==> src/rtl/ps2_host_tx.sv <==
// PS/2 host-to-device transmitter: inhibits the bus, clocks a command byte out
// on device-generated clock edges and checks the device acknowledge.
module ps2_host_tx #(
  parameter int INHIBIT_CYCLES = 12000,
  parameter int TIMEOUT_CYCLES = 2000000
) (
  input  logic       clk,
  input  logic       rst,
  input  logic [7:0] tx_data,
  input  logic       tx_valid,
  output logic       tx_ready,
  input  logic       ps2_clk_in,
  input  logic       ps2_data_in,
  output logic       ps2_clk_oe,
  output logic       ps2_data_oe,
  output logic       busy,
  output logic       done,
  output logic       error
);

  localparam int IW = $clog2(INHIBIT_CYCLES + 1);
  localparam int TW = $clog2(TIMEOUT_CYCLES + 1);
  localparam logic [IW-1:0] INH_LAST = IW'(INHIBIT_CYCLES - 1);
  localparam logic [IW-1:0] INH_END  = IW'(INHIBIT_CYCLES);
  localparam logic [TW-1:0] TO_LAST  = TW'(TIMEOUT_CYCLES - 1);

  localparam logic [2:0] ST_IDLE    = 3'd0;
  localparam logic [2:0] ST_INHIBIT = 3'd1;
  localparam logic [2:0] ST_START   = 3'd2;
  localparam logic [2:0] ST_SEND    = 3'd3;
  localparam logic [2:0] ST_STOP    = 3'd4;
  localparam logic [2:0] ST_ACK     = 3'd5;
  localparam logic [2:0] ST_RELEASE = 3'd6;

  function automatic logic odd_parity(input logic [7:0] b);
    return ~^b;
  endfunction

  logic          clk_meta_r, clk_sync_r, clk_prev_r;
  logic          data_meta_r, data_sync_r;
  logic [2:0]    state_r, state_s;
  logic [IW-1:0] inh_cnt_r, inh_cnt_s;
  logic [TW-1:0] to_cnt_r, to_cnt_s;
  logic [3:0]    bit_idx_r, bit_idx_s;
  logic [7:0]    byte_r, byte_s;
  logic          parity_r, parity_s;
  logic          clk_oe_r, clk_oe_s, data_oe_r, data_oe_s;
  logic          done_r, done_s, error_r, error_s;
  logic          tx_ready_r, busy_r;
  logic          fall_s, timed_s, expire_s;

  assign fall_s   = clk_prev_r & ~clk_sync_r;
  assign timed_s  = (state_r == ST_START) || (state_r == ST_SEND) || (state_r == ST_STOP) ||
                    (state_r == ST_ACK) || (state_r == ST_RELEASE);
  assign expire_s = (to_cnt_r == TO_LAST) & ~fall_s;

  // Two-flop synchronizers for both bus lines plus the falling-edge history flop.
  always_ff @(posedge clk or posedge rst) begin
    if (rst) begin
      clk_meta_r  <= 1'b1;
      clk_sync_r  <= 1'b1;
      clk_prev_r  <= 1'b1;
      data_meta_r <= 1'b1;
      data_sync_r <= 1'b1;
    end else begin
      clk_meta_r  <= ps2_clk_in;
      clk_sync_r  <= clk_meta_r;
      clk_prev_r  <= clk_sync_r;
      data_meta_r <= ps2_data_in;
      data_sync_r <= data_meta_r;
    end
  end

  // Next-state, counter and next-output logic; outputs are registered below.
  always_comb begin
    state_s   = state_r;
    inh_cnt_s = inh_cnt_r;
    to_cnt_s  = '0;
    bit_idx_s = bit_idx_r;
    byte_s    = byte_r;
    parity_s  = parity_r;
    clk_oe_s  = clk_oe_r;
    data_oe_s = data_oe_r;
    done_s    = 1'b0;
    error_s   = 1'b0;
    if (timed_s) begin
      to_cnt_s = fall_s ? '0 : (to_cnt_r + TW'(1));
    end else begin
      to_cnt_s = '0;
    end
    case (state_r)
      ST_IDLE: begin
        clk_oe_s  = 1'b0;
        data_oe_s = 1'b0;
        inh_cnt_s = '0;
        bit_idx_s = 4'd0;
        if (tx_valid) begin
          byte_s   = tx_data;
          parity_s = odd_parity(tx_data);
          clk_oe_s = 1'b1;
          state_s  = ST_INHIBIT;
        end else begin
          state_s  = ST_IDLE;
        end
      end
      ST_INHIBIT: begin
        if (inh_cnt_r == INH_END) begin
          clk_oe_s  = 1'b0;
          data_oe_s = 1'b1;
          state_s   = ST_START;
        end else if (inh_cnt_r == INH_LAST) begin
          data_oe_s = 1'b1;
          inh_cnt_s = inh_cnt_r + IW'(1);
        end else begin
          inh_cnt_s = inh_cnt_r + IW'(1);
        end
      end
      ST_START: begin
        state_s = ST_SEND;
      end
      ST_SEND: begin
        // Edge n (1-based) presents bit n-1; edge 9 presents parity, edge 10 the stop bit.
        if (fall_s) begin
          bit_idx_s = bit_idx_r + 4'd1;
          if (bit_idx_r < 4'd8) begin
            data_oe_s = ~byte_r[bit_idx_r[2:0]];
          end else if (bit_idx_r == 4'd8) begin
            data_oe_s = ~parity_r;
          end else begin
            data_oe_s = 1'b0;
            state_s   = ST_STOP;
          end
        end else begin
          bit_idx_s = bit_idx_r;
        end
      end
      ST_STOP: begin
        if (fall_s) begin
          state_s = ST_ACK;
        end else begin
          state_s = ST_STOP;
        end
      end
      ST_ACK: begin
        if (!data_sync_r) begin
          state_s = ST_RELEASE;
        end else begin
          state_s = ST_IDLE;
          error_s = 1'b1;
        end
      end
      ST_RELEASE: begin
        if (clk_sync_r && data_sync_r) begin
          state_s = ST_IDLE;
          done_s  = 1'b1;
        end else begin
          state_s = ST_RELEASE;
        end
      end
      default: begin
        state_s   = ST_IDLE;
        clk_oe_s  = 1'b0;
        data_oe_s = 1'b0;
      end
    endcase
    if (timed_s && expire_s) begin
      state_s   = ST_IDLE;
      to_cnt_s  = '0;
      clk_oe_s  = 1'b0;
      data_oe_s = 1'b0;
      done_s    = 1'b0;
      error_s   = 1'b1;
    end else begin
      error_s   = error_s;
    end
    if (state_s == ST_IDLE) begin
      clk_oe_s  = 1'b0;
      data_oe_s = 1'b0;
      bit_idx_s = 4'd0;
    end else begin
      bit_idx_s = bit_idx_s;
    end
  end

  // State, counters and registered outputs.
  always_ff @(posedge clk or posedge rst) begin
    if (rst) begin
      state_r    <= ST_IDLE;
      inh_cnt_r  <= '0;
      to_cnt_r   <= '0;
      bit_idx_r  <= 4'd0;
      byte_r     <= 8'd0;
      parity_r   <= 1'b0;
      clk_oe_r   <= 1'b0;
      data_oe_r  <= 1'b0;
      done_r     <= 1'b0;
      error_r    <= 1'b0;
      tx_ready_r <= 1'b1;
      busy_r     <= 1'b0;
    end else begin
      state_r    <= state_s;
      inh_cnt_r  <= inh_cnt_s;
      to_cnt_r   <= to_cnt_s;
      bit_idx_r  <= bit_idx_s;
      byte_r     <= byte_s;
      parity_r   <= parity_s;
      clk_oe_r   <= clk_oe_s;
      data_oe_r  <= data_oe_s;
      done_r     <= done_s;
      error_r    <= error_s;
      tx_ready_r <= (state_s == ST_IDLE);
      busy_r     <= (state_s != ST_IDLE);
    end
  end

  assign ps2_clk_oe  = clk_oe_r;
  assign ps2_data_oe = data_oe_r;
  assign done        = done_r;
  assign error       = error_r;
  assign tx_ready    = tx_ready_r;
  assign busy        = busy_r;

endmodule

==> config.mk <==
export PLATFORM = sky130hd
export DESIGN_NAME = ps2_host_tx
export DESIGN_NICKNAME = d
export VERILOG_FILES = /design/src/rtl/ps2_host_tx.sv
export SDC_FILE = /design/constraint.sdc
export NUM_CORES = 1
export LEC_CHECK = 0
export CAP_MARGIN = 20
export CORE_MARGIN = 3
export CORE_UTILIZATION = 30
export CTS_BUF_LIST = sky130_fd_sc_hd__clkbuf_2 sky130_fd_sc_hd__clkbuf_4 sky130_fd_sc_hd__clkbuf_8
export DETAILED_ROUTE_END_ITERATION = 6
export PLACE_DENSITY_LB_ADDON = 0.12
export SYNTH_ARGS = -nofsm -noshare
export SYNTH_HDL_FRONTEND = slang
export SYNTH_SLANG_ARGS = --single-unit
==> constraint.sdc <==
create_clock -name clk -period 2.5 [get_ports clk]
set_clock_uncertainty 0.2 [all_clocks]
set_input_delay 0.5 -clock clk [delete_from_list [all_inputs] [get_ports clk]]
set_output_delay 0.5 -clock clk [all_outputs]
set_load 0.005 [all_outputs]
======== Word-level counts from Yosys, hierarchy flattened ========
Index checks and enable logic that the tools add are counted.
cells by class
  bitwise gates (word level) .............. 6
  $add $sub $neg .......................... 3
  multipliers ............................. 0
  multiplexer cells ....................... 39
  equality and inequality tests ........... 17
  shift operators ......................... 0
  order comparisons ....................... 2
  div/mod/pow operators ................... 0
  reduce and logical (&&, ||, !) cells .... 19
operator list
  cell                                                                    count
  21-bit 2-to-1 mux                                                       3
  14-bit equality test (second input constant)                            2
  14-bit case mux with 2 select lines                                     1
  21-bit by 1-bit adder with 21-bit output (second input constant)        1
  21-bit equality test (second input constant)                            1
  3-bit 2-to-1 mux                                                        7
  3-bit case mux with 7 select lines                                      1
  1-bit 2-to-1 mux                                                        20
  14-bit by 1-bit adder with 14-bit output (second input constant)        1
  14-bit 2-to-1 mux                                                       1
  3-bit equality test (second input constant)                             3
  4-bit 2-to-1 mux                                                        2
  4-bit case mux with 2 select lines                                      1
  2-bit AND reduction                                                     4
  8-bit XNOR reduction                                                    1
  3-bit by 2-bit equality test with 1-bit output (second input constant)  2
  3-bit logical NOT                                                       2
  3-bit by 1-bit != test with 1-bit output (second input constant)        2
  1-bit case mux with 3 select lines                                      2
  3-bit nonzero test                                                      2
  5-bit != test (second input constant)                                   1
  5-bit OR reduction                                                      1
  4-bit by 1-bit adder with 4-bit output (second input constant)          1
  4-bit equality test (second input constant)                             1
  15 further kinds                                                        23
word-level totals
  bits in latches ......................... 0
  word-level logic and storage cells ...... 103
  register bits ........................... 62
  memories kept ........................... 0
  input bits .............................. 13
  bits in read-only memories .............. 0
  output and inout bits ................... 6
  RAM bits ................................ 0

======== Longest topological paths before layout ========
  depth after elaboration ................. 10
  gate-level depth with buffers ........... 8
  gate-level depth less buffers ........... 7

======== Worst setup path before layout ========
No wires, ideal clock.
  kind .................................... register to register
  start ................................... register inh_cnt_r[0]
  end ..................................... register inh_cnt_r[1]
  period minus slack after synthesis ...... 2005 ps
  buffers on the path ..................... 0
  cell stages (with the launch flop) ...... 7
  data arrival time ....................... 1680 ps
  setup time .............................. 125 ps
  setup slack ............................. 495 ps
  data required time ...................... 2175 ps
  path through ............................ dfrtp_1 -> inv_1 -> ha_1 -> nor4b_1 -> nand2_1 -> o21ai_1 -> mux2_2
between the ends
  word-level cells in the longest chain between the ends .. 3
  elaborated cells on any way between the ends .. 6
  classes of those cells .................. add/sub (1); eq/ne (2); mux (2); reduce/logical (1)
ends and longest elaborated chain
  item                                                                                     line           RTL
  start, declared                                                                          42             logic [IW-1:0] inh_cnt_r, inh_cnt_s;
  start signal, assigned                                                                   202            inh_cnt_r <= inh_cnt_s;
  14-bit by 1-bit adder with 14-bit output / 14-bit equality test (equally long branches)  113, 115, 107
  14-bit 2-to-1 mux / 2-bit != test (equally long branches)                                -
  14-bit case mux with 2 select lines / 2-bit AND reduction (equally long branches)        -
Several ways; a longest one is shown, not always the timed one. The select of a mux whose other input is x is not followed.
A chain may end at the register's enable or synchronous reset.

======== Worst setup path after layout ========
  start ................................... register to_cnt_r[0]
  end ..................................... register data_oe_r, in the netlist ps2_data_oe
between the ends
  word-level cells in the longest chain between the ends .. 7
  elaborated cells on any way between the ends .. 11
  classes of those cells .................. eq/ne (4); mux (3); bitwise (1); reduce/logical (3)
ends and longest elaborated chain
  item                                                          line  RTL
  start, declared                                               43    logic [TW-1:0] to_cnt_r, to_cnt_s;
  start signal, assigned                                        203   to_cnt_r <= to_cnt_s;
  21-bit equality test *                                        55    assign expire_s = (to_cnt_r == TO_LAST) & ~fall_s;
  1-bit AND *                                                   55
  1-bit logical AND *                                           166   if (timed_s && expire_s) begin
  3-bit 2-to-1 mux                                              166
  3-bit logical NOT                                             176   if (state_s == ST_IDLE) begin
  5-bit != test (no source line), or another cell as far along  -
  3-bit AND reduction (no source line)                          -
  end signal, assigned                                          208   data_oe_r <= data_oe_s;
  end, declared                                                 47    logic clk_oe_r, clk_oe_s, data_oe_r, data_oe_s;
Every way passes the cells marked *; elsewhere a longest branch is shown, timed or not.

==> flow_summary_export.csv <==
group,metric,value,unit
synthesis,ys_seq_area_share,49.9,%
setup_path,startpoint_type,"flop",
placed_design,gp_congestion,0.776,
global_route,grt_pass1_wl,11.5,mm
setup_path,path_delay_family,"simple AND/OR/NAND/NOR gates",
detailed_routing,drcViolationCount,0,
synthesis,ys_types,47,
synthesis,yosysWarnings,0,
synthesis,syn-cell-area,3130,µm²
setup_path,cp-endpoint,"ps2_data_oe",
synthesis,synth_cells,308,
setup_path,cp.arrival,2150,ps
clock_tree,cts_sinks,62,
layout,fin_nets,353,
global_route,antenna_found_initial,0,
clock_tree,clock-root-buffer,"clkbuf_8",
setup_path,cp_num_buf_inv,0,
setup_path,crit_chain,"ha_1, nand2_1, nor3_1, and3_1, nand2b_1, nor3_1",
layout,syn2layout_area_growth,18.3,%
synthesis,syn_area_per_cell,10.2,µm²
global_route,grt_max_degree,41,
pwr,ir_worst_vdd,220,µV
setup_path,crit_cells,6,
placed_design,dpl.cell_count,457,
placed_design,dp_hpwl,4.40,mm
clock_tree,cts_max_level,3,
sta,rsz0062_at_grt,"false",
clock_tree,postCtsResizedCells,0,
synthesis,synth_nets,326,
sta,tightest_slew,609,ps
detailed_routing,drtPass1Iterations,5,
sta,hold_viol_final,0,
setup_path,r2r_end,"ps2_data_oe",
setup_path,r2r_cells,6,
detailed_routing,routedWlPerCell,13.6,µm
setup_path,cp-startpoint,"to_cnt_r[0]",
global_route,overflow,0,
floorplanning,die_h,108,µm
sta,relSlewSlack,59.1,%
clock_tree,cts_tree,"yes",
synthesis,async_flop_share,100,%
floorplanning,die_area,11700,µm²
global_route,grt_usage,12.6,%
layout,final_cell_mix,"dfrtp_1, nor2_1, xor2_1",
floorplanning,core-area,9950,µm²
placed_design,portBuffers,18,
sta,max_freq,0.468,GHz
sta,slew_viol_final,0,
global_route,grt_pass1_vias,2334,
layout,final_cells,473,
sta,fin_setup_tns,0,ps
setup_path,cp_max_fo,8,
synthesis,ys_ff_latch,62,
setup_path,critical_path_class,"flop to flop",
setup_path,r2r_slack,360,ps
layout,antenna_cells,0,
clock_tree,path_clk_slew,80,ps
pwr,power.density,562,nW/µm²
layout,fillers,1023,
sta,fin_ws,364,ps
detailed_routing,ant_nets,0,
sta,fin_crit,2140,ps
setup_path,required,2520,ps
setup_path,critPathMostFrequentCell,"nor3_1",
detailed_routing,wirelength,6.45,mm
synthesis,synth_ff_type,"dfrtp_1",
sta,setup_viol,0,
layout,layout-drive-gt1-share,14.1,%
clock_tree,holdBufCountCts,0,
min_path,hp-class,"flop to flop",
job,cap_violations,0,
run_status,outcome,"completed",
pwr,p_leak,1.55,nW
setup_path,end_kind,"flop",
synthesis,synth-edff-count,0,
placed_design,post-place-ws,355,ps
floorplanning,dieWidth,108,µm
detailed_routing,num_vias,2241,
setup_path,r2r-start,"to_cnt_r[0]",
floorplanning,rows,36,
clock_tree,cts_buffer_depth,2,
setup_path,cp_slowest_cell,"dfrtp_1",
clock_tree,numCtsBuffers,9,
detailed_routing,drt_iter0_markers,90,
clock_tree,clock_latency,350,ps
detailed_routing,viasPerCell,4.74,
layout,final_common_cell,"dfrtp_1",
floorplanning,initial_core_util,31.4,%
floorplanning,io_pins,19,
sta,period_share,85.4,%
setup_path,cp_slowest_stage_delay,410,ps
clock_tree,post_cts_buffers,0,
-- power breakdown --
part	internal, mW	leakage, nW	switching [mW]
registers	1.01	0.795	0.00256
clock network	0.564	0.114	0.428
logic	0.0351	0.646	0.0373
total	1.61	1.55	0.468
-- Yosys cell counts, types with 9 or more instances --
cell | instances | area [µm²]
xnor2_1 | 9 | 78.8
a21oi_1 | 11 | 55.1
and3_1 | 10 | 62.6
nand3_1 | 14 | 70.1
nor2_1 | 37 | 139
inv_1 | 12 | 45.0
nand2_1 | 22 | 82.6
o21ai_0 | 9 | 45.0
xor2_1 | 27 | 236
mux2_2 | 9 | 101
dfrtp_1 | 56 | 1400
nand4_1 | 10 | 62.6
nor3_1 | 9 | 45.0
-- layer usage --
| metal | part of all wire (%) | global-route usage, % | up-vias |
|---|---|---|---|
| li1 | - | - | 1127 |
| met1 | 49 | 16.1 | 1076 |
| met2 | 46 | 19.9 | 30 |
| met3 | 3.5 | 4.12 | 8 |
| met4 | 1.2 | 4.42 | 0 |
| met5 | 0 | 0 | - |
-- worst reg2reg max path: cells and delay by family (launching register included) --
family | cells | cell delay (ps)
AND/OR/NAND/NOR | 5 | 1150
flip-flops | 1 | 410
adder cells (fa/ha/maj) | 1 | 250
-- state kept, by name, summed over array words and instances, names as in the netlist --
signal / flops
to_cnt_r: 21
inh_cnt_r: 14
byte_r: 8
bit_idx_r: 4
state_r: 3
busy: 1
clk_meta_r: 1
clk_prev_r: 1
clk_sync_r: 1
data_meta_r: 1
data_sync_r: 1
done: 1
error: 1
parity_r: 1
ps2_clk_oe: 1
ps2_data_oe: 1
tx_ready: 1
-- worst min path at each step --
stage          cells past startpoint  slack [ps]       start          to
2_1_floorplan                      0         150  clk_meta_r  clk_sync_r
3_3_place_gp                       0         150  clk_meta_r  clk_sync_r
3_5_place_dp                       0         150  clk_meta_r  clk_sync_r
4_1_cts                            0         160  clk_meta_r  clk_sync_r
5_1_grt                            0         170  clk_meta_r  clk_sync_r
6_report                           0         160  clk_meta_r  clk_sync_r
-- cells by family after synthesis --
group / count (synthesis) / share of synthesized area [%]
mux: 10 / 3.56
simple gates: 136 / 23.2
flops: 62 / 49.9
xor+xnor: 36 / 10.1
fa+ha+maj: 5 / 2.00
compound gates: 37 / 7.72
buf+inv: 22 / 3.60
-- stage by stage --
| step | power, mW | area, µm² | hold WS (ps) | util [%] |
|---|---|---|---|---|
| 6_report | 2.08 | 3700 | 159 | 37.2 |
| 5_1_grt | 2.16 | 3700 | 168 | 37.2 |
| 4_1_cts | 2.12 | 3700 | 161 | 37.2 |
| 3_5_place_dp | 1.11 | 3480 | 148 | 34.9 |
| 3_3_place_gp | 1.11 | 3480 | 148 | 34.9 |
| 2_1_floorplan | 1.07 | 3130 | 145 | - |
-- final cells by class --
class	count	area (µm²)	area share, %
flip-flops and latches	62	1560	42.2
multi-input cells	224	1460	39.3
repair buffers	26	253	6.83
well taps	133	166	4.50
clock buffers	9	124	3.35
clock inverters	7	96.3	2.60
inverters	12	45.0	1.22
Note: power is estimated with default switching activity, not from simulation.
